### src/rtl/reg_wb_pkg.sv
// Shared widths, the hardwired-zero register number and the queued write-back
// entry layout for the register-file writer front end.
package reg_wb_pkg;
  localparam int unsigned DEFAULT_ADDR_W = 5;
  localparam int unsigned DEFAULT_DATA_W = 32;

  localparam logic [DEFAULT_ADDR_W-1:0] REG_ZERO = 5'd0;

  typedef struct packed {
    logic [DEFAULT_ADDR_W-1:0] addr;
    logic [DEFAULT_DATA_W-1:0] data;
  } wb_entry;
endpackage

### src/rtl/reg_writeback_queue_if.sv
// Valid/ready result channel feeding the write-back queue.
interface reg_writeback_queue_if #(
  parameter int unsigned ADDR_W = 5,
  parameter int unsigned DATA_W = 32
);
  logic              res_valid;
  logic              res_ready;
  logic [ADDR_W-1:0] res_addr;
  logic [DATA_W-1:0] res_data;

  modport master (output res_valid, output res_addr, output res_data, input res_ready);
  modport slave  (input res_valid, input res_addr, input res_data, output res_ready);
endinterface

### src/rtl/reg_wb_fifo.sv
// In-order entry storage with per-slot valid bits; every slot is exposed so the
// top level can search queued writes for forwarding and the pending scoreboard.
module reg_wb_fifo #(
  parameter int unsigned DEPTH  = 4,
  parameter int unsigned ADDR_W = 5,
  parameter int unsigned DATA_W = 32
) (
  input  logic                           clk,
  input  logic                           reset,
  input  logic                           push,
  input  logic                           pop,
  input  logic                           flush,
  input  logic [ADDR_W-1:0]              pushAddr,
  input  logic [DATA_W-1:0]              pushData,
  output logic [DEPTH-1:0][ADDR_W-1:0]   entAddr,
  output logic [DEPTH-1:0][DATA_W-1:0]   entData,
  output logic [DEPTH-1:0]               entValid,
  output logic [$clog2(DEPTH)-1:0]       rdPtr,
  output logic [$clog2(DEPTH):0]         count
);
  logic [$clog2(DEPTH)-1:0] wrPtr;

  // Callers never push when full nor pop when empty, so push and pop never target the same slot.
  always_ff @(posedge clk or negedge reset) begin
    if (!reset) begin
      rdPtr    <= '0;
      wrPtr    <= '0;
      count    <= '0;
      entValid <= '0;
      entAddr  <= '0;
      entData  <= '0;
    end else if (flush) begin
      rdPtr    <= '0;
      wrPtr    <= '0;
      count    <= '0;
      entValid <= '0;
    end else begin
      if (push) begin
        entAddr[wrPtr]  <= pushAddr;
        entData[wrPtr]  <= pushData;
        entValid[wrPtr] <= 1'b1;
        wrPtr           <= wrPtr + 1'b1;
      end
      if (pop) begin
        entValid[rdPtr] <= 1'b0;
        rdPtr           <= rdPtr + 1'b1;
      end
      if (push && !pop)
        count <= count + 1'b1;
      else if (pop && !push)
        count <= count - 1'b1;
    end
  end
endmodule

### src/rtl/reg_writeback_queue.sv
// Register-file writer front end: buffers completed results, retires one per
// cycle, and answers decode's pending/forwarding queries from the queue contents.
module reg_writeback_queue
  import reg_wb_pkg::*;
#(
  parameter int unsigned DEPTH  = 4,
  parameter int unsigned ADDR_W = DEFAULT_ADDR_W,
  parameter int unsigned DATA_W = DEFAULT_DATA_W
) (
  input  logic                   clk,
  input  logic                   reset,
  reg_writeback_queue_if.slave   res,
  input  logic                   wr_stall,
  input  logic                   flush,
  output logic                   write,
  output logic [ADDR_W-1:0]      dAddr,
  output logic [DATA_W-1:0]      data,
  input  logic [ADDR_W-1:0]      chk_addr,
  output logic                   chk_hit,
  output logic [DATA_W-1:0]      chk_data,
  output logic [2**ADDR_W-1:0]   pending,
  output logic [$clog2(DEPTH):0] count
);
  localparam int unsigned PTR_W = $clog2(DEPTH);
  localparam logic [PTR_W:0] FULL_CNT = DEPTH[PTR_W:0];
  localparam logic [ADDR_W-1:0] ZERO_ADDR = ADDR_W'(REG_ZERO);

  logic                         push;
  logic [DEPTH-1:0][ADDR_W-1:0] entAddr;
  logic [DEPTH-1:0][DATA_W-1:0] entData;
  logic [DEPTH-1:0]             entValid;
  logic [PTR_W-1:0]             rdPtr;
  logic [PTR_W-1:0]             idx;

  assign res.res_ready = (count < FULL_CNT) && !flush;
  // Writes to $0 complete the handshake but are never stored.
  assign push  = res.res_valid && res.res_ready && (res.res_addr != ZERO_ADDR);
  assign write = (count != '0) && !wr_stall && !flush;
  assign dAddr = write ? entAddr[rdPtr] : '0;
  assign data  = write ? entData[rdPtr] : '0;

  reg_wb_fifo #(
    .DEPTH  (DEPTH),
    .ADDR_W (ADDR_W),
    .DATA_W (DATA_W)
  ) fifo (
    .clk      (clk),
    .reset    (reset),
    .push     (push),
    .pop      (write),
    .flush    (flush),
    .pushAddr (res.res_addr),
    .pushData (res.res_data),
    .entAddr  (entAddr),
    .entData  (entData),
    .entValid (entValid),
    .rdPtr    (rdPtr),
    .count    (count)
  );

  // Walk oldest to youngest from the head so the last match seen is the youngest.
  always_comb begin
    chk_hit  = 1'b0;
    chk_data = '0;
    idx      = '0;
    for (int unsigned k = 0; k < DEPTH; k++) begin
      idx = rdPtr + PTR_W'(k);
      if (entValid[idx] && (entAddr[idx] == chk_addr) && (chk_addr != ZERO_ADDR)) begin
        chk_hit  = 1'b1;
        chk_data = entData[idx];
      end
    end
  end

  always_comb begin
    pending = '0;
    for (int unsigned i = 0; i < DEPTH; i++) begin
      if (entValid[i])
        pending[entAddr[i]] = 1'b1;
    end
    pending[0] = 1'b0;
  end
endmodule

### src/flat_wrapper.sv
// flat-port wrapper written by rule: the top's interface ports become plain ports
module reg_writeback_queue_flat import reg_wb_pkg::*;
#(
  parameter int unsigned DEPTH  = 4,
  parameter int unsigned ADDR_W = DEFAULT_ADDR_W,
  parameter int unsigned DATA_W = DEFAULT_DATA_W
)
  (clk, reset, wr_stall, flush, write, dAddr, data, chk_addr, chk_hit, chk_data, pending, count, res_res_valid, res_res_addr, res_res_data, res_res_ready);
  reg_writeback_queue_if #(.ADDR_W(ADDR_W), .DATA_W(DATA_W)) res_i ();
  input  logic clk;
  input  logic reset;
  input  logic wr_stall;
  input  logic flush;
  output logic write;
  output logic [ADDR_W-1:0] dAddr;
  output logic [DATA_W-1:0] data;
  input  logic [ADDR_W-1:0] chk_addr;
  output logic chk_hit;
  output logic [DATA_W-1:0] chk_data;
  output logic [2**ADDR_W-1:0] pending;
  output logic [$clog2(DEPTH):0] count;
  input wire logic [$bits(res_i.res_valid)-1:0] res_res_valid;
  input wire logic [$bits(res_i.res_addr)-1:0] res_res_addr;
  input wire logic [$bits(res_i.res_data)-1:0] res_res_data;
  output wire logic [$bits(res_i.res_ready)-1:0] res_res_ready;
  assign res_i.res_valid = res_res_valid;
  assign res_i.res_addr = res_res_addr;
  assign res_i.res_data = res_res_data;
  assign res_res_ready = res_i.res_ready;
  reg_writeback_queue #(.DEPTH(DEPTH), .ADDR_W(ADDR_W), .DATA_W(DATA_W)) u_core (.clk(clk), .reset(reset), .res(res_i), .wr_stall(wr_stall), .flush(flush), .write(write), .dAddr(dAddr), .data(data), .chk_addr(chk_addr), .chk_hit(chk_hit), .chk_data(chk_data), .pending(pending), .count(count));
endmodule
### config.mk
export PLATFORM = sky130hd
export DESIGN_NAME = reg_writeback_queue_flat
export DESIGN_NICKNAME = d
export VERILOG_FILES = /design/src/rtl/reg_wb_pkg.sv /design/src/rtl/reg_writeback_queue_if.sv /design/src/rtl/reg_wb_fifo.sv /design/src/rtl/reg_writeback_queue.sv /design/src/flat_wrapper.sv
export SDC_FILE = /design/constraint.sdc
export NUM_CORES = 1
export LEC_CHECK = 0
export ABC_AREA = 1
export CAP_MARGIN = 10
export CORE_MARGIN = 2
export CORE_UTILIZATION = 43
export CTS_CLUSTER_SIZE = 8
export DETAILED_ROUTE_END_ITERATION = 10
export PLACE_DENSITY = 0.66
export SYNTH_ARGS = -nofsm -noshare
export SYNTH_HDL_FRONTEND = slang
export SYNTH_SLANG_ARGS = --single-unit
export TNS_END_PERCENT = 1
### constraint.sdc
create_clock -name clk -period 4.8 [get_ports clk]
set_input_delay 0.96 -clock clk [delete_from_list [all_inputs] [get_ports clk]]
set_output_delay 0.96 -clock clk [all_outputs]
set_load 0.05 [all_outputs]
Yosys cells after proc, flatten, opt, wreduce, memory -nomap -nowiden
Cells that the tools add are included.
{"block": "classes", "bitwise_logic": 7, "mux": 67, "magnitude_cmp": 16, "n_reduce_logical": 32, "eq_ne": 4, "addsub": 6}
{"op": "32-bit two-way mux", "count": 14}
{"op": "32-bit binary-select mux with 2-bit select", "count": 4}
{"op": "128-bit bitwise mux", "count": 1}
{"op": "32-bit bitwise OR", "count": 3}
{"op": "32-bit demux with 2-bit select", "count": 1}
{"op": "5-bit binary-select mux with 2-bit select", "count": 4}
{"op": "5-bit two-way mux", "count": 6}
{"op": "5-bit by 6-bit < comparator with 1-bit output, second input constant", "count": 4}
{"op": "1-bit logical AND", "count": 21}
{"op": "20-bit bitwise mux", "count": 1}
{"op": "1-bit demux with 5-bit select", "count": 4}
{"op": "5-bit == test", "count": 4}
{"op": "5-bit by 1-bit >= comparator with 1-bit output, second input constant", "count": 4}
{"op": "4-bit two-way mux", "count": 4}
{"op": "2-bit by 3-bit < comparator with 1-bit output, second input constant", "count": 5}
{"op": "1-bit two-way mux", "count": 14}
{"op": "5-bit demux with 2-bit select", "count": 1}
{"op": "5-bit nonzero test", "count": 2}
{"op": "3-bit two-way mux", "count": 3}
{"op": "1-bit binary-select mux with 2-bit select", "count": 4}
{"op": "2-bit two-way mux", "count": 4}
{"op": "3-bit nonzero test", "count": 2}
{"op": "2-bit by 1-bit adder with 2-bit output, second input constant", "count": 2}
{"op": "2-bit adder, second input constant", "count": 2}
{"op": "12 further kinds", "count": 18}
{"block": "word_totals", "ff_bits": 159, "out_inout_bits": 107, "inputBits": 47, "wordCells": 144}

Logic depth before layout (Yosys ltp)
{"block": "depth", "ltp_word": 11, "ltp_mapped": 20, "depth_no_buf": 14}

Modules after synthesis
A second synthesis with hierarchy kept.
{"block": "hier_totals", "hier_cells": 2025, "area_unflattened_um2": 12459.4}
{"mod": "reg_writeback_queue", "area_per_inst_um2": 6436.2, "instances": 1, "cells_per_inst": 1436, "seq_area_each_um2": 0.0}
{"mod": "reg_wb_fifo", "area_per_inst_um2": 6023.3, "instances": 1, "cells_per_inst": 589, "seq_area_each_um2": 3978.8}

Worst setup path after synthesis
OpenSTA, ideal clock, no wires.
{"block": "synth_timing", "kind": "reg2out", "from": "reg u_core.fifo.rdPtr[1]", "to": "out chk_data[1]", "t_required_ns": 3.840, "arrival_ns": 3.269, "path_stages_with_launch": 17, "slack_ns": 0.571, "path_buffers": 5, "cell_sequence": "dfrtp_1 > inv_2 > clkbuf_1 > clkbuf_1 > ha_1 > inv_1 > clkbuf_1 > nand3_1 > nand3_1 > nand2_1 > nor2_1 > nand3_1 > buf_4 > buf_4 > nand2_1 > nand2_1 > a21oi_1"}
{"block": "synth_via", "elab_chain_len": 9, "elab_cells_between_ends": 43, "classes_between": "3 x add/sub; 4 x eq/ne; 28 x mux; 8 x reduce/logical"}
{"item": "start, declared", "line": "reg_wb_fifo.sv:18", "text": "output logic [$clog2(DEPTH)-1:0] rdPtr,"}
{"item": "start signal, assigned", "line": "reg_wb_fifo.sv:46", "text": "rdPtr <= rdPtr + 1'b1;"}
{"item": "2-bit by 1-bit adder with 2-bit output / 5-bit binary-select mux with 2-bit select (equally long branches)", "line": "reg_writeback_queue.sv:67, reg_writeback_queue.sv:68"}
{"item": "5-bit binary-select mux with 2-bit select / 5-bit two-way mux (equally long branches)", "line": "reg_writeback_queue.sv:68", "text": "if (entValid[idx] && (entAddr[idx] == chk_addr) && (chk_addr != ZERO_ADDR)) begin"}
{"item": "5-bit two-way mux (not written as such) / 5-bit == test (equally long branches)", "line": "reg_writeback_queue.sv:68"}
{"item": "5-bit == test / 1-bit logical AND (equally long branches)", "line": "reg_writeback_queue.sv:68"}
{"item": "1-bit logical AND", "line": "reg_writeback_queue.sv:68"}
{"item": "1-bit logical AND / 32-bit two-way mux (equally long branches)", "line": "reg_writeback_queue.sv:68"}
{"item": "32-bit two-way mux (2 in a row)", "line": "reg_writeback_queue.sv:68"}
{"item": "32-bit two-way mux *", "line": "reg_writeback_queue.sv:68"}
{"item": "end, declared", "line": "flat_wrapper.sv:19", "text": "output logic [DATA_W-1:0] chk_data;"}
Every way passes the cells marked *; elsewhere a longest branch is shown, timed or not. The select of a mux whose other input is x is not followed.

Worst setup path in the final report
{"block": "layout_timing", "from": "reg u_core.fifo.rdPtr[0]", "to": "out chk_data[8]"}
Same word-level chain as after synthesis.

==> metrics <==
Crit Path Class=reg2out; Pre-antenna DRT Iters=5; Final Hold Slack=484 ps; height of the die=173 um; fin. max-slew vios=0; Reg2Reg Depth=5; xor/xnor share of the synthesized area=0.142%; Critical-path top delay cell=dfrtp_4; relative slew slack=31.7%; area of the multi-input gates=6960 um2; Yosys warnings=0; Worst-path clk slew=60 ps; Die W=173 um; met2 global-route usage=42.1%; Setup crit end kind=primary output; final antenna-violating net count=0; Worst Max-Slew Pin Slew=1020 ps; R2R Path Start=u_core.fifo.rdPtr[1]$_DFFE_PN0P_; setup TNS=0 ps; DP Area=14600 um2; gr ovfl total=0; Via-to-Cell Ratio=5.31; row cnt=61; adder-cell share of the synthesized area=0.977%; power density over the cells=513 nW/um2; die area=30000 um2; Port-buffer cells=152; hold crit path type=reg2reg; residual DRC count=0; Starting Density=43.9%; placed cell count=2409; Final setup viols=0; Top Usage Layer GRT=met2; family with the most delay on the worst path=simple AND/OR/NAND/NOR gates; synth-to-layout area growth=23.6%; simple-gate share of the synthesized area=32.3%; most common flop cell mapped by yosys=dfrtp_1; first-pass GRT wire length=63600 um; CTS root buf=clkbuf_16; RSZ-0062 raised after global routing=no; fin crit period=4440 ps; Fin. Hold Viols=0; clk sink count=159; Worst setup SP type=flip-flop; Mapped Cells=1978; most frequent CP cell=nor2_1; VDD IR max=0.333 mV; Iter 0 DRT Violations=1193; core area=28000 um2; GRT Overall Usage=25.9%; Worst EP required=3840 ps; fmax=225 MHz; Mapped Avg Cell Area=6.22 um2; Max-cap violations=0; vias in the first global route=12295; wire per inst=15.6 um; fraction of the yosys area taken by sequential cells=32.3%; CTS tree=yes; nets=2106; Setup WS pre-CTS=515 ps; Clk Latency, worst-skew pair=430 ps; Final Cell Area=15200 um2; Crit path largest cell delay=580 ps; Placer Congestion=0.958; Syn Nets=2034; status=complete, no violations; post-layout util=54.3%; met1 Resource Use GR=35.5%; worst setup margin=359 ps; register area=3980 um2; CTS Buffer Depth=2; Compound-Gate Fraction of Synth Area=20.1%; CP startpoint=u_core.fifo.rdPtr[0]$_DFFE_PN0P_; count of different cell masters after synthesis=37; htree depth=4; GRT met3 Usage=4.02%; Tot Pwr=7.79 mW; #FFs+latches synth=159; Final Skew=10.0 ps; Total Wirelength=38200 um; worst path cell trace=inv_4 -> ha_1 -> buf_4 -> nor2_1 -> nor2_1 -> nor2_1 -> nor2_1 -> nand2_1 -> nor2_4 -> buf_4 -> o21ai_0 -> nand2_1 -> buf_12; FFs w/ async S/R, synth=100%; hold depth=2; pin count of the biggest net entering global routing=117; Final Cycle Share=92.5%; fill cell count=2785; Post-synth EDFFs=0; Vias=12975; Synth Cell Area=12300 um2; initial antenna violation count=1; main combinational cell family by area after synthesis=simple AND/OR/NAND/NOR gates; CP Max Fanout=23; Top Ports=154; clock buffer count from CTS=17; Worst path depth=13; Final Non-Filler Cells=2442; layout cells sized above 1=7.51%; Leakage=7.19 nW; DP Wirelength=26200 um; post-synthesis mux area share=2.77%; hold_sp=u_core.fifo.entData[10]$_DFFE_PN0P_; Post-CTS Setup Bufs=0; buffer and inverter count on the worst path=4; critical path arrival=3480 ps
## cells in the mapped netlist, types with 3 or more instances
library cell	number	share of area, %
a21oi_1	11	0.45
a221oi_1	4	0.28
a22oi_1	7	0.43
buf_1	11	0.34
buf_2	27	1.1
buf_4	11	0.67
buf_6	10	0.92
clkbuf_1	66	2.0
dfrtp_1	159	32
ha_1	8	0.81
inv_1	200	6.1
inv_2	3	0.092
mux2i_1	34	2.8
nand2_1	586	18
nand2_2	4	0.20
nand3_1	86	3.5
nand3b_1	8	0.49
nand4_1	6	0.31
nor2_1	266	8.1
nor2_2	4	0.20
nor2_4	3	0.27
nor3_1	26	1.1
o2111ai_1	3	0.21
o21ai_0	349	14
o21ai_1	30	1.2
o221ai_1	26	1.9
o22a_1	17	1.2
o22ai_1	4	0.20
## kinds of logic after synthesis
family | count (synthesis)
simple gates | 992
compound gates | 452
buf+inv | 329
flops | 159
mux | 34
fa+ha+maj | 9
xor+xnor | 2
other cells | 1
## final cells by class
cell class	count	area share, %
tap	378	3.11
multi-input combinational	1490	45.8
sequential	159	26.2
clock inverter	15	0.848
antenna	1	0.0165
timing repair buffer	178	16.2
clock buffer	17	2.80
inverter	204	5.07
## cells in the final DEF, fill, tap and decap left out, types with 7 or more instances in the layout
master,netlist,final
mux2i_1,34,34
inv_1,200,199
a21oi_1,11,11
a22oi_1,7,7
ha_1,8,8
clkdlybuf4s50_1,0,80
nor3_1,26,26
buf_4,11,23
buf_12,0,73
o21ai_1,30,30
o21ai_0,349,349
dfrtp_1,159,157
nand3b_1,8,8
o221ai_1,26,26
clkbuf_16,0,17
nand2_2,4,7
o22a_1,17,17
nand2_1,586,582
nor2_1,266,266
nand3_1,86,85
## report_power, final
| group | switching [mW] | internal (mW) |
|---|---|---|
| clock network | 0.622 | 0.680 |
| registers | 0.451 | 1.83 |
| logic | 2.74 | 1.47 |
## final timing paths
check,slack (ps),end
min in group asynchronous,600,u_core.fifo.entData[120]$_DFFE_PN0P_
setup reg to reg,2490,u_core.fifo.entValid[1]$_DFF_PN0_
hold / removal,480,u_core.fifo.entData[10]$_DFFE_PN0P_
hold reg to reg,480,u_core.fifo.entData[10]$_DFFE_PN0P_
setup / recovery,360,chk_data[8]
max in group asynchronous,3300,u_core.fifo.entData[49]$_DFFE_PN0P_
## routing by layer
layer / vias up / wire [um]
met5: - / 0
met4: 0 / 767
met3: 58 / 2420
met2: 475 / 17500
met1: 5931 / 17500
li1: 6511 / -
## timing repair
| item | CTS | global route |
|---|---|---|
| gates resized for setup | 0 | 2 |
| hold buffers | 0 | 0 |
| endpoints found under the setup margin | 0 | 12 |
## sequential cells by signal (all words and copies together), names as in the netlist
name / flops
u_core.fifo.rdPtr: 2
u_core.fifo.entAddr: 20
u_core.fifo.entData: 128
u_core.fifo.entValid: 4
u_core.fifo.wrPtr: 2
u_core.fifo.count: 3
## worst min-delay path, delay by kind of cell (launching register included)
| family | cells | cell delay (ps) |
|---|---|---|
| AO/OA/AOI/OAI | 1 | 60 |
| AND/OR/NAND/NOR | 1 | 50 |
| flip-flops | 1 | 340 |
No activity file was read; power rests on OpenSTA's default activity.
